File: src/rtl/fb_arb_pkg.sv
// Shared types for the frame-buffer read arbiter.
//   owner_e : who issued a read (routes returning data)
//   state_e : arbiter FSM states
//   tag_t   : one in-flight read slot {valid, owner}
package fb_arb_pkg;
  typedef enum logic [1:0] {OWN_NONE, OWN_VGA, OWN_AUX} owner_e;
  typedef enum logic [1:0] {IDLE, SCAN, COOLDOWN, AUX} state_e;

  typedef struct packed {
    logic   valid;
    owner_e owner;
  } tag_t;

  localparam tag_t TAG_NONE = '{valid: 1'b0, owner: OWN_NONE};

  // Bits needed to hold 0..n (at least 1).
  function automatic int cnt_w(input int n);
    return (n < 1) ? 1 : $clog2(n + 1);
  endfunction
endpackage

File: src/rtl/fb_arb_tag_pipe.sv
// Latency-matched owner-tag shift register. A tag entered with a read issue
// appears at tag_out exactly DEPTH cycles later, aligned with BRAM data.
// Async clear drops every in-flight tag so no data valid follows a reset.
//   clk, rst_n : clock, async active-low clear
//   tag_in     : tag of the read issued this cycle (valid=0 when none)
//   tag_out    : tag whose data is on the BRAM output this cycle
module fb_arb_tag_pipe
  import fb_arb_pkg::*;
#(
  parameter int DEPTH = 1
) (
  input  logic clk,
  input  logic rst_n,
  input  tag_t tag_in,
  output tag_t tag_out
);
  tag_t [DEPTH-1:0] pipe;

  always_ff @(posedge clk or negedge rst_n) begin
    if (!rst_n) begin
      for (int i = 0; i < DEPTH; i++) pipe[i] <= TAG_NONE;
    end else begin
      pipe[0] <= tag_in;
      for (int i = 1; i < DEPTH; i++) pipe[i] <= pipe[i-1];
    end
  end

  assign tag_out = pipe[DEPTH-1];
endmodule

File: src/rtl/fb_read_arbiter.sv
// Frame-buffer read-port arbiter: VGA scanout always wins; an auxiliary
// reader gets the port only after HOLDOFF scanout-free cycles, in bursts of
// at most AUX_MAX_BURST grants separated by one forced idle cycle.
// Returning data is steered by an owner-tag pipe matched to RD_LATENCY.
// Optional build macro FB_ARB_STATS_EN adds aux_grant_cnt / aux_stall_cnt.
//   pclk, rst_n              : clock, async active-low reset
//   vga_req/vga_addr         : scanout request (never stalled)
//   vga_data/vga_dv          : scanout read data
//   aux_req/aux_addr/aux_gnt : aux request, held until the 1-cycle grant
//   aux_data/aux_dv          : aux read data
//   mem_en/mem_addr/mem_data : BRAM read port
module fb_read_arbiter
  import fb_arb_pkg::*;
#(
  parameter  int RESOLUTION_WIDTH  = 640,
  parameter  int RESOLUTION_HEIGHT = 480,
  parameter  int DATA_W            = 4,
  parameter  int RD_LATENCY        = 1,
  parameter  int HOLDOFF           = 2,
  parameter  int AUX_MAX_BURST     = 16,
  localparam int ADDR_W = $clog2(RESOLUTION_WIDTH * RESOLUTION_HEIGHT) + 1
) (
  input  logic              pclk,
  input  logic              rst_n,
  input  logic              vga_req,
  input  logic [ADDR_W-1:0] vga_addr,
  output logic [DATA_W-1:0] vga_data,
  output logic              vga_dv,
  input  logic              aux_req,
  input  logic [ADDR_W-1:0] aux_addr,
  output logic              aux_gnt,
  output logic [DATA_W-1:0] aux_data,
  output logic              aux_dv,
  output logic              mem_en,
  output logic [ADDR_W-1:0] mem_addr,
  input  logic [DATA_W-1:0] mem_data
`ifdef FB_ARB_STATS_EN
  ,
  output logic [31:0]       aux_grant_cnt,
  output logic [31:0]       aux_stall_cnt
`endif
);
  localparam int HW = cnt_w(HOLDOFF);
  localparam int BW = cnt_w(AUX_MAX_BURST);

  state_e          state;
  logic [HW-1:0]   hold_cnt;
  logic [BW-1:0]   burst;
  logic            elig;
  tag_t            tag_in, tag_tail;
  logic [DATA_W-1:0] vga_hold, aux_hold;

  // With HOLDOFF=0 the first scanout-free cycle already follows IDLE rules.
  assign elig = (burst < BW'(AUX_MAX_BURST)) &&
                (state == IDLE || state == AUX || (state == SCAN && HOLDOFF == 0));

  assign aux_gnt  = !vga_req && aux_req && elig;
  assign mem_en   = vga_req || aux_gnt;
  assign mem_addr = vga_req ? vga_addr : (aux_gnt ? aux_addr : '0);

  always_comb begin
    tag_in = TAG_NONE;
    if (vga_req)      tag_in = '{valid: 1'b1, owner: OWN_VGA};
    else if (aux_gnt) tag_in = '{valid: 1'b1, owner: OWN_AUX};
  end

  always_ff @(posedge pclk or negedge rst_n) begin
    if (!rst_n) begin
      state    <= IDLE;
      hold_cnt <= '0;
      burst    <= '0;
    end else if (vga_req) begin
      state    <= SCAN;
      hold_cnt <= '0;
      burst    <= '0;
    end else begin
      case (state)
        // First scanout-free cycle counts as holdoff cycle #1.
        SCAN, IDLE: begin
          if (state == SCAN && HOLDOFF == 1) begin
            state <= IDLE;
          end else if (state == SCAN && HOLDOFF > 1) begin
            state    <= COOLDOWN;
            hold_cnt <= HW'(1);
          end else if (aux_gnt) begin
            state <= AUX;
            burst <= BW'(1);
          end else begin
            state <= IDLE;
          end
        end
        COOLDOWN: begin
          if (hold_cnt == HW'(HOLDOFF - 1)) begin
            state    <= IDLE;
            hold_cnt <= '0;
          end else begin
            hold_cnt <= hold_cnt + 1'b1;
          end
        end
        // A missing grant (request dropped or burst cap reached) is the
        // forced idle cycle; the burst count restarts after it.
        AUX: begin
          if (aux_gnt) begin
            burst <= burst + 1'b1;
          end else begin
            state <= IDLE;
            burst <= '0;
          end
        end
        default: state <= IDLE;
      endcase
    end
  end

  fb_arb_tag_pipe #(.DEPTH(RD_LATENCY)) u_tag_pipe (
    .clk    (pclk),
    .rst_n  (rst_n),
    .tag_in (tag_in),
    .tag_out(tag_tail)
  );

  assign vga_dv = tag_tail.valid && tag_tail.owner == OWN_VGA;
  assign aux_dv = tag_tail.valid && tag_tail.owner == OWN_AUX;

  // Non-owning data output keeps its last delivered value.
  always_ff @(posedge pclk or negedge rst_n) begin
    if (!rst_n) begin
      vga_hold <= '0;
      aux_hold <= '0;
    end else begin
      if (vga_dv) vga_hold <= mem_data;
      if (aux_dv) aux_hold <= mem_data;
    end
  end

  assign vga_data = vga_dv ? mem_data : vga_hold;
  assign aux_data = aux_dv ? mem_data : aux_hold;

`ifdef FB_ARB_STATS_EN
  always_ff @(posedge pclk or negedge rst_n) begin
    if (!rst_n) begin
      aux_grant_cnt <= '0;
      aux_stall_cnt <= '0;
    end else begin
      if (aux_gnt && aux_grant_cnt != '1)                aux_grant_cnt <= aux_grant_cnt + 1'b1;
      if (aux_req && !aux_gnt && aux_stall_cnt != '1)    aux_stall_cnt <= aux_stall_cnt + 1'b1;
    end
  end
`endif
endmodule

File: config.mk
export PLATFORM = sky130hd
export DESIGN_NAME = fb_read_arbiter
export DESIGN_NICKNAME = d
export VERILOG_FILES = /design/src/rtl/fb_arb_pkg.sv /design/src/rtl/fb_arb_tag_pipe.sv /design/src/rtl/fb_read_arbiter.sv
export SDC_FILE = /design/constraint.sdc
export NUM_CORES = 1
export LEC_CHECK = 0
export ABC_AREA = 1
export CAP_MARGIN = 30
export CORE_UTILIZATION = 40
export CTS_BUF_LIST = sky130_fd_sc_hd__clkbuf_16
export CTS_CLUSTER_DIAMETER = 120
export DETAILED_ROUTE_END_ITERATION = 6
export PLACE_DENSITY = 0.95
export SYNTH_ARGS = -nofsm -noshare
export SYNTH_HDL_FRONTEND = slang
export SYNTH_HIERARCHICAL = 1
export SYNTH_SLANG_ARGS = --single-unit
File: constraint.sdc
create_clock -name pclk -period 3.9 [get_ports pclk]
set_clock_uncertainty 0.2 [all_clocks]
set_input_delay 0.78 -clock pclk [delete_from_list [all_inputs] [get_ports pclk]]
set_output_delay 0.78 -clock pclk [all_outputs]
set_load 0.005 [all_outputs]
==> metrics.cfg, run 1 <==
[clocking]
cts_setup_buffers = 0
clk_pin_slew_ps = 50
hold_buffers = 0
numCtsBuffers = 3
cts_tree = built
cts_htree_levels = 1
clock_sinks = 20
cts_resized = 0
cts-root-buf = clkbuf_16
clock_path_buffers = 2
insertion_delay_ps = 250

[power]
power_leakage_nw = 1.02
p_per_area_mw_per_mm2 = 374
vdd_drop_max_v = 0.000321

[sta]
layout_min_cycle_time_ps = 3450
slew_headroom_pct = 42.6
worstMarginPinSlew_ps = 858
min_period_over_period_pct = 88.5
rsz0062_at_grt = no
setup_viol = 0
holdWs_ps = 291
hold_violations = 0
setup_tns_ps = 0
clock.fmax_mhz = 290
slew_viol_final = 0

[critical_path]
crit_required_ps = 2920
end_kind = primary output
timing.rr.end = burst[2]
crit_arrival_ps = 2470
rrSetupSlack_ps = 1980
startpoint = vga_req
worst-r2r-cell-count = 9
start_kind = primary input
crit_type = primary input to primary output
critPathCapture = mem_addr[18]
r2r_start = state[0]
crit_path_max_fanout = 23

[drt]
avgViaCountPerCell = 4.84
drt_iter0_drc = 48
drt_first_pass_iters = 4
wl_per_cell_um = 13.1
ant_nets = 0
wirelength_mm = 3.66
vias = 1351
drc = 0

[synth]
syn_area_per_cell_um2 = 8.29
yosysSeqAreaShare_pct = 38.7
synthCells = 156
synth_area_leaders = dfrtp_1 (39%), a22o_1 (14%), nand2_1 (12%), inv_1 (5.8%), ha_1 (4.8%)
ys_types = 21
yosys.area.top_type = dfrtp_1
synth_area_mm2 = 0.00129
ys_warn_count = 6
ys_ff_latch = 20
synth_top_area_share_pct = 38.7
syn_nets = 209

[grt]
grt_max_degree = 26
overflow = 0
grt_pass1_vias = 1241
track_usage_pct = 21.9
antenna_found_initial = 0
grt_pass1_wl_mm = 5.64

[floorplan]
die-area_mm2 = 0.00346
core_area_mm2 = 0.00305
ios = 80
start_util_pct = 42.3
die_h_um = 58.8
die_w_um = 58.8
num_rows = 20

[run]
max_cap_viol_count = 0

[min_path]
holdCritPathClass = flop to flop

[layout]
syn_to_final_growth_pct = 70.8
drive_gt1_share_pct = 5.96
final_common_cell = clkdlybuf4s50_1
final_cell_mix = clkdlybuf4s50_1 (79), nand2_1 (42), inv_1 (20), a22o_1 (20), dfrtp_1 (20)
fin_nets = 289
n_antenna_cell = 0

[placement]
gp_congestion = 0.801
hpwl_mm = 2.84
place.port_buffers = 79

[run_status]
outcome = completed

==> worst max-delay path, cell delays in order <==
cell             delay [ps]
clkdlybuf4s50_1         510
inv_8                   140
nand2_8                  60
nor2_8                  270
a22o_1                  190
clkdlybuf4s50_1         510
==> kinds of logic (layout without fill, tap and decap cells) <==
| group | Yosys count | count (layout) | synth area share (%) |
|---|---|---|---|
| AND/OR/NAND/NOR | 71 | 71 | 26.8 |
| AO/OA/AOI/OAI | 34 | 34 | 19.6 |
| buffers and inverters | 26 | 105 | 10.1 |
| flip-flops | 20 | 20 | 38.7 |
| adder cells (fa/ha/maj) | 5 | 5 | 4.84 |
==> per-layer routing <==
layer  vias to the layer above  GRT usage (%)  routed length [µm]
met1                       629           25.7                1490
met3                         5           5.49                 215
met4                         0           8.16                  42
met2                        41           38.5                1910
li1                        676              -                   -
met5                         -              0                   0
==> worst min path at each step <==
stage,start,endpoint,slack (ps),depth (start not counted)
floorplan,burst[4],burst[4],260,2
global placement,vga_hold[0],vga_hold[0],280,2
detailed placement,vga_hold[0],vga_hold[0],290,2
CTS,vga_hold[0],vga_hold[0],300,2
global route,aux_hold[3],aux_hold[3],330,2
finish,vga_hold[1],vga_hold[1],290,2
==> synthesized netlist by cell type <==
cell type / count
a211oi_1: 1
a21oi_1: 1
a22o_1: 20
buf_2: 2
buf_6: 3
dfrtp_1: 20
ha_1: 5
inv_1: 20
inv_8: 1
nand2_1: 42
nand2_2: 2
nand2_4: 1
nand2_8: 1
nand3_1: 8
nand3_2: 2
nand4_1: 2
nor2_1: 11
nor2_4: 1
nor2_8: 1
o211a_1: 1
o21ai_0: 11
==> flip-flops by register name, summed over array words and instances, names as in the netlist <==
| name | cells |
|---|---|
| burst | 5 |
| aux_hold | 4 |
| vga_hold | 4 |
| u_tag_pipe/tag_out | 3 |
| hold_cnt | 2 |
| state | 2 |
==> per-stage QoR <==
stage | cell area (µm²) | setup slack, ps | instances | power (mW) | util (%)
global route | 2210 | 364 | 279 | 0.873 | 72.3
global placement | 2100 | 480 | 275 | 0.542 | 68.9
CTS | 2210 | 460 | 279 | 0.833 | 72.3
finish | 2210 | 448 | 279 | 0.826 | 72.3
floorplan | 1290 | 1520 | 156 | 0.387 | -
detailed placement | 2100 | 463 | 275 | 0.551 | 68.9
==> power breakdown <==
part,switching [mW],internal [mW],leakage (nW)
sequential,0.0178,0.244,0.253
clock,0.0743,0.203,0.0511
combinational,0.119,0.167,0.718
==> layout make-up <==
cell class,instances,area [µm²]
clock inverter,1,30.0
multi-input combinational,110,662
tap,44,55.1
timing repair buffer,80,798
clock buffer,3,75.1
inverter,21,86.3
sequential,20,500
fill,224,846
No activity file was read; power rests on OpenSTA's default activity.
==> run 2: changes to the inputs <==
--- a/config.mk
+++ b/config.mk
@@ -6,10 +6,12 @@
 export NUM_CORES = 1
 export LEC_CHECK = 0
 export ABC_AREA = 1
+export ABC_CLOCK_PERIOD_IN_PS = 3900
 export CAP_MARGIN = 30
 export CORE_UTILIZATION = 40
 export CTS_BUF_LIST = sky130_fd_sc_hd__clkbuf_16
 export CTS_CLUSTER_DIAMETER = 120
+export CTS_CLUSTER_SIZE = 20
 export DETAILED_ROUTE_END_ITERATION = 6
 export PLACE_DENSITY = 0.95
 export SYNTH_ARGS = -nofsm -noshare
==> results of run 2 <==
Same layout as run 1: the final DEF is identical, and so are final timing and power.
==> run 3: changes to the inputs <==
--- a/config.mk
+++ b/config.mk
@@ -6,15 +6,14 @@
 export NUM_CORES = 1
 export LEC_CHECK = 0
 export ABC_AREA = 1
-export ABC_CLOCK_PERIOD_IN_PS = 3900
 export CAP_MARGIN = 30
-export CORE_UTILIZATION = 40
+export CORE_UTILIZATION = 39
 export CTS_BUF_LIST = sky130_fd_sc_hd__clkbuf_16
 export CTS_CLUSTER_DIAMETER = 120
 export CTS_CLUSTER_SIZE = 20
 export DETAILED_ROUTE_END_ITERATION = 6
 export PLACE_DENSITY = 0.95
+export RECOVER_POWER = 100
 export SYNTH_ARGS = -nofsm -noshare
 export SYNTH_HDL_FRONTEND = slang
-export SYNTH_HIERARCHICAL = 1
 export SYNTH_SLANG_ARGS = --single-unit
==> run 3 against run 2 <==
- worst setup slack got worse by 180 ps
- sequential power about the same
- final area is 2.7% lower
- largest power group unchanged
==> metrics.cfg, run 3 <==
[critical_path]
crit_path_max_fanout = 24  ; +4.3%
end_kind = primary output
timing.critical_path.buf_inv = 3  ; unchanged
startpoint = vga_req
worst-r2r-cell-count = 9  ; unchanged
start_kind = primary input
crit_type = primary input to primary output
cp_top_family = buffers and inverters
timing.rr.end = burst[3]
r2r_start = state[0]
cpMostUsedCell = dlygate4sd3_1
critPathCapture = mem_addr[15]
crit_arrival_ps = 2650  ; +180 ps
rrSetupSlack_ps = 1920  ; -60 ps
crit_cells = 6  ; unchanged
slowest_stage = dlygate4sd3_1
max_stage_delay_ps = 630  ; +120 ps
worstPathCellList = dlygate4sd3_1 -> inv_8 -> nand2_4 -> nor2_8 -> a22o_1 -> dlygate4sd3_1
crit_required_ps = 2920  ; about the same

[grt]
antenna_found_initial = 0  ; unchanged
track_usage_pct = 21.7  ; -0.20 points
overflow = 0  ; unchanged
grt_pass1_vias = 1162  ; -6.4%
grt_max_degree = 26  ; unchanged
grt_pass1_wl_mm = 5.48  ; -2.9%

[sta]
setup_ws_ps = 272  ; -176 ps
hold_violations = 0  ; unchanged
setup_tns_ps = 0  ; unchanged
min_period_over_period_pct = 93.0  ; +4.5 points
clock.fmax_mhz = 276  ; -4.8%
layout_min_cycle_time_ps = 3630  ; +176 ps
worstMarginPinSlew_ps = 873  ; +15.3 ps
holdWs_ps = 285  ; -6.70 ps
slew_viol_final = 0  ; unchanged
slew_headroom_pct = 41.6  ; -1.0 points
setup_viol = 0  ; unchanged
rsz0062_at_grt = no

[drt]
wl_met1_mm = 1.58  ; +5.8%
drt_iter0_drc = 55  ; +15%
maxUsedRoutingLayer = met4
vias = 1345  ; -0.44%
avgViaCountPerCell = 4.82  ; -0.44%
wl_met3_um = 110  ; -49%
drt_first_pass_iters = 5  ; +1
wl_per_cell_um = 13.7  ; +4.3%
ant_nets = 0  ; unchanged
drc = 0  ; unchanged
wirelength_mm = 3.82  ; +4.3%
dr_wl_met2_mm = 2.06  ; +7.8%

[floorplan]
start_util_pct = 41.3  ; -1.0 points
die_w_um = 58.9  ; about the same
die_h_um = 58.9  ; about the same
core_area_mm2 = 0.00305  ; unchanged
ios = 80  ; unchanged
num_rows = 20  ; unchanged
die-area_mm2 = 0.00347  ; about the same

[power]
p_per_area_mw_per_mm2 = 342  ; -8.6%
p_int_uw = 526  ; -14%
p_comb_share_pct = 35.8  ; +1.2 points
power_uw = 734  ; -11%
power_leakage_nw = 1.05  ; +2.3%
clkPwrFrac_pct = 28.7  ; -4.9 points
vdd_drop_max_v = 0.000240  ; -25%
switching_share_pct = 28.3  ; +2.7 points
p_seq_share_pct = 35.4  ; +3.7 points
p_sw_uw = 208  ; -1.6%

[placement]
gp_congestion = 0.865  ; +8.0%
placed_area_mm2 = 0.00207  ; -1.5%
hpwl_mm = 3.00  ; +5.5%
placed_cells = 275  ; unchanged
place_ws_ps = 441  ; -21.7 ps
place.port_buffers = 79  ; unchanged

[clocking]
numCtsBuffers = 3  ; unchanged
clock_path_buffers = 2  ; unchanged
cts-root-buf = clkbuf_16
clk_pin_slew_ps = 60  ; about the same
cts_htree_levels = 1  ; unchanged
cts_setup_buffers = 0  ; unchanged
hold_buffers = 0  ; unchanged
insertion_delay_ps = 250  ; about the same
clock_sinks = 20  ; unchanged
cts_tree = built
cts_resized = 0  ; unchanged

[layout]
n_antenna_cell = 0  ; unchanged
regMostFlops = burst
top_regs = burst: 5 flops, aux_hold: 4 flops, vga_hold: 4 flops
final_cell_area_mm2 = 0.00215  ; -2.7%
largest_reg_flops = 5  ; unchanged
final.fill_count = 247  ; +10%
syn_to_final_growth_pct = 70.2
fin_nets = 289  ; unchanged
final_cell_mix = nand2_1 (45), clkdlybuf4s50_1 (42), dlygate4sd3_1 (37)
finish.utilization_pct = 70.3  ; -2.0 points
final_common_cell = nand2_1
drive_gt1_share_pct = 3.83  ; -2.1 points
layout.cells.non_filler = 279  ; unchanged

[synth]
synth_most_common_cell = nand2_1
async_reset_ff_share_pct = 100  ; unchanged
synth_common_cells = nand2_1 (44), a22o_1 (20), dfrtp_1 (20)
ys_warn_count = 0  ; -6
syn_area_per_cell_um2 = 8.08  ; -2.4%
synth_area_leaders = dfrtp_1 (40%), a22o_1 (14%), nand2_1 (13%), inv_1 (5.7%), ha_1 (5.0%)
ys_ff_latch = 20  ; unchanged
synth_top_area_share_pct = 39.7  ; +0.96 points
synth_flop_cell = dfrtp_1
yosys.area.top_type = dfrtp_1
synth_edf_count = 0  ; unchanged
ys_types = 19  ; -9.5%
synth_area_mm2 = 0.00126  ; -2.4%
yosysSeqAreaShare_pct = 39.7  ; +0.96 points
synthCells = 156  ; unchanged
syn_nets = 209  ; unchanged

[min_path]
holdCritPathClass = flop to flop

[run_status]
outcome = completed

[run]
max_cap_viol_count = 0  ; unchanged

run 3: changes by cell type in the layout (fill, tap and decap cells not counted), moves of 2 or more:
cell             change
nand3_2              -2
nand2_1              +3
clkdlybuf4s50_1     -37
dlygate4sd3_1       +37
run 3: layout make-up:
cell class                 instances  area [µm²]  area share [%]
multi-input combinational        111         632            29.4
clock inverter                     1        3.75           0.175
tap                               44        55.1            2.56
sequential                        20         500            23.3
inverter                          20        82.6            3.85
timing repair buffer              80         798            37.2
clock buffer                       3        75.1            3.50
run 3: worst register-to-register path: stages, from the launching register on:
cell	delay [ps]
dfrtp_1	390
inv_1	90
ha_1	330
inv_1	80
nand2_1	150
nor2_8	340
nand2_2	120
nor2_1	120
nand2_1	60
nand2_1	50
run 3: worst min path at each step:
stage                startpoint     endpoint  slack (ps)  cells after the start
finish              vga_hold[0]  vga_hold[0]         280                      2
global route        vga_hold[0]  vga_hold[0]         310                      2
CTS                 vga_hold[0]  vga_hold[0]         300                      2
detailed placement  vga_hold[2]  vga_hold[2]         290                      2
global placement    vga_hold[3]  vga_hold[3]         280                      2
floorplan                 rst_n  aux_hold[0]         280                      0
run 3: metal layers:
layer	track usage [%]	vias to the layer above
met1	28.0	634
met5	0	-
met3	3.96	6
li1	-	681
met2	35.7	24
met4	9.18	0
run 3: kinds of logic after synthesis:
family / count (synthesis) / synth area share [%]
AOI/OAI and AO/OA: 37 / 21.4
buffers and inverters: 25 / 10.0
and+or+nand+nor: 69 / 23.9
DFF: 20 / 39.7
adders and majority gates: 5 / 4.96
run 3: power groups by stage:
| stage | sequential, mW | combinational, mW | clock (mW) |
|---|---|---|---|
| CTS | 0.260 | 0.286 | 0.215 |
| global placement | 0.262 | 0.273 | 0 |
| detailed placement | 0.264 | 0.284 | 0 |
| floorplan | 0.260 | 0.120 | 0 |
| global route | 0.265 | 0.288 | 0.227 |
| finish | 0.260 | 0.263 | 0.211 |
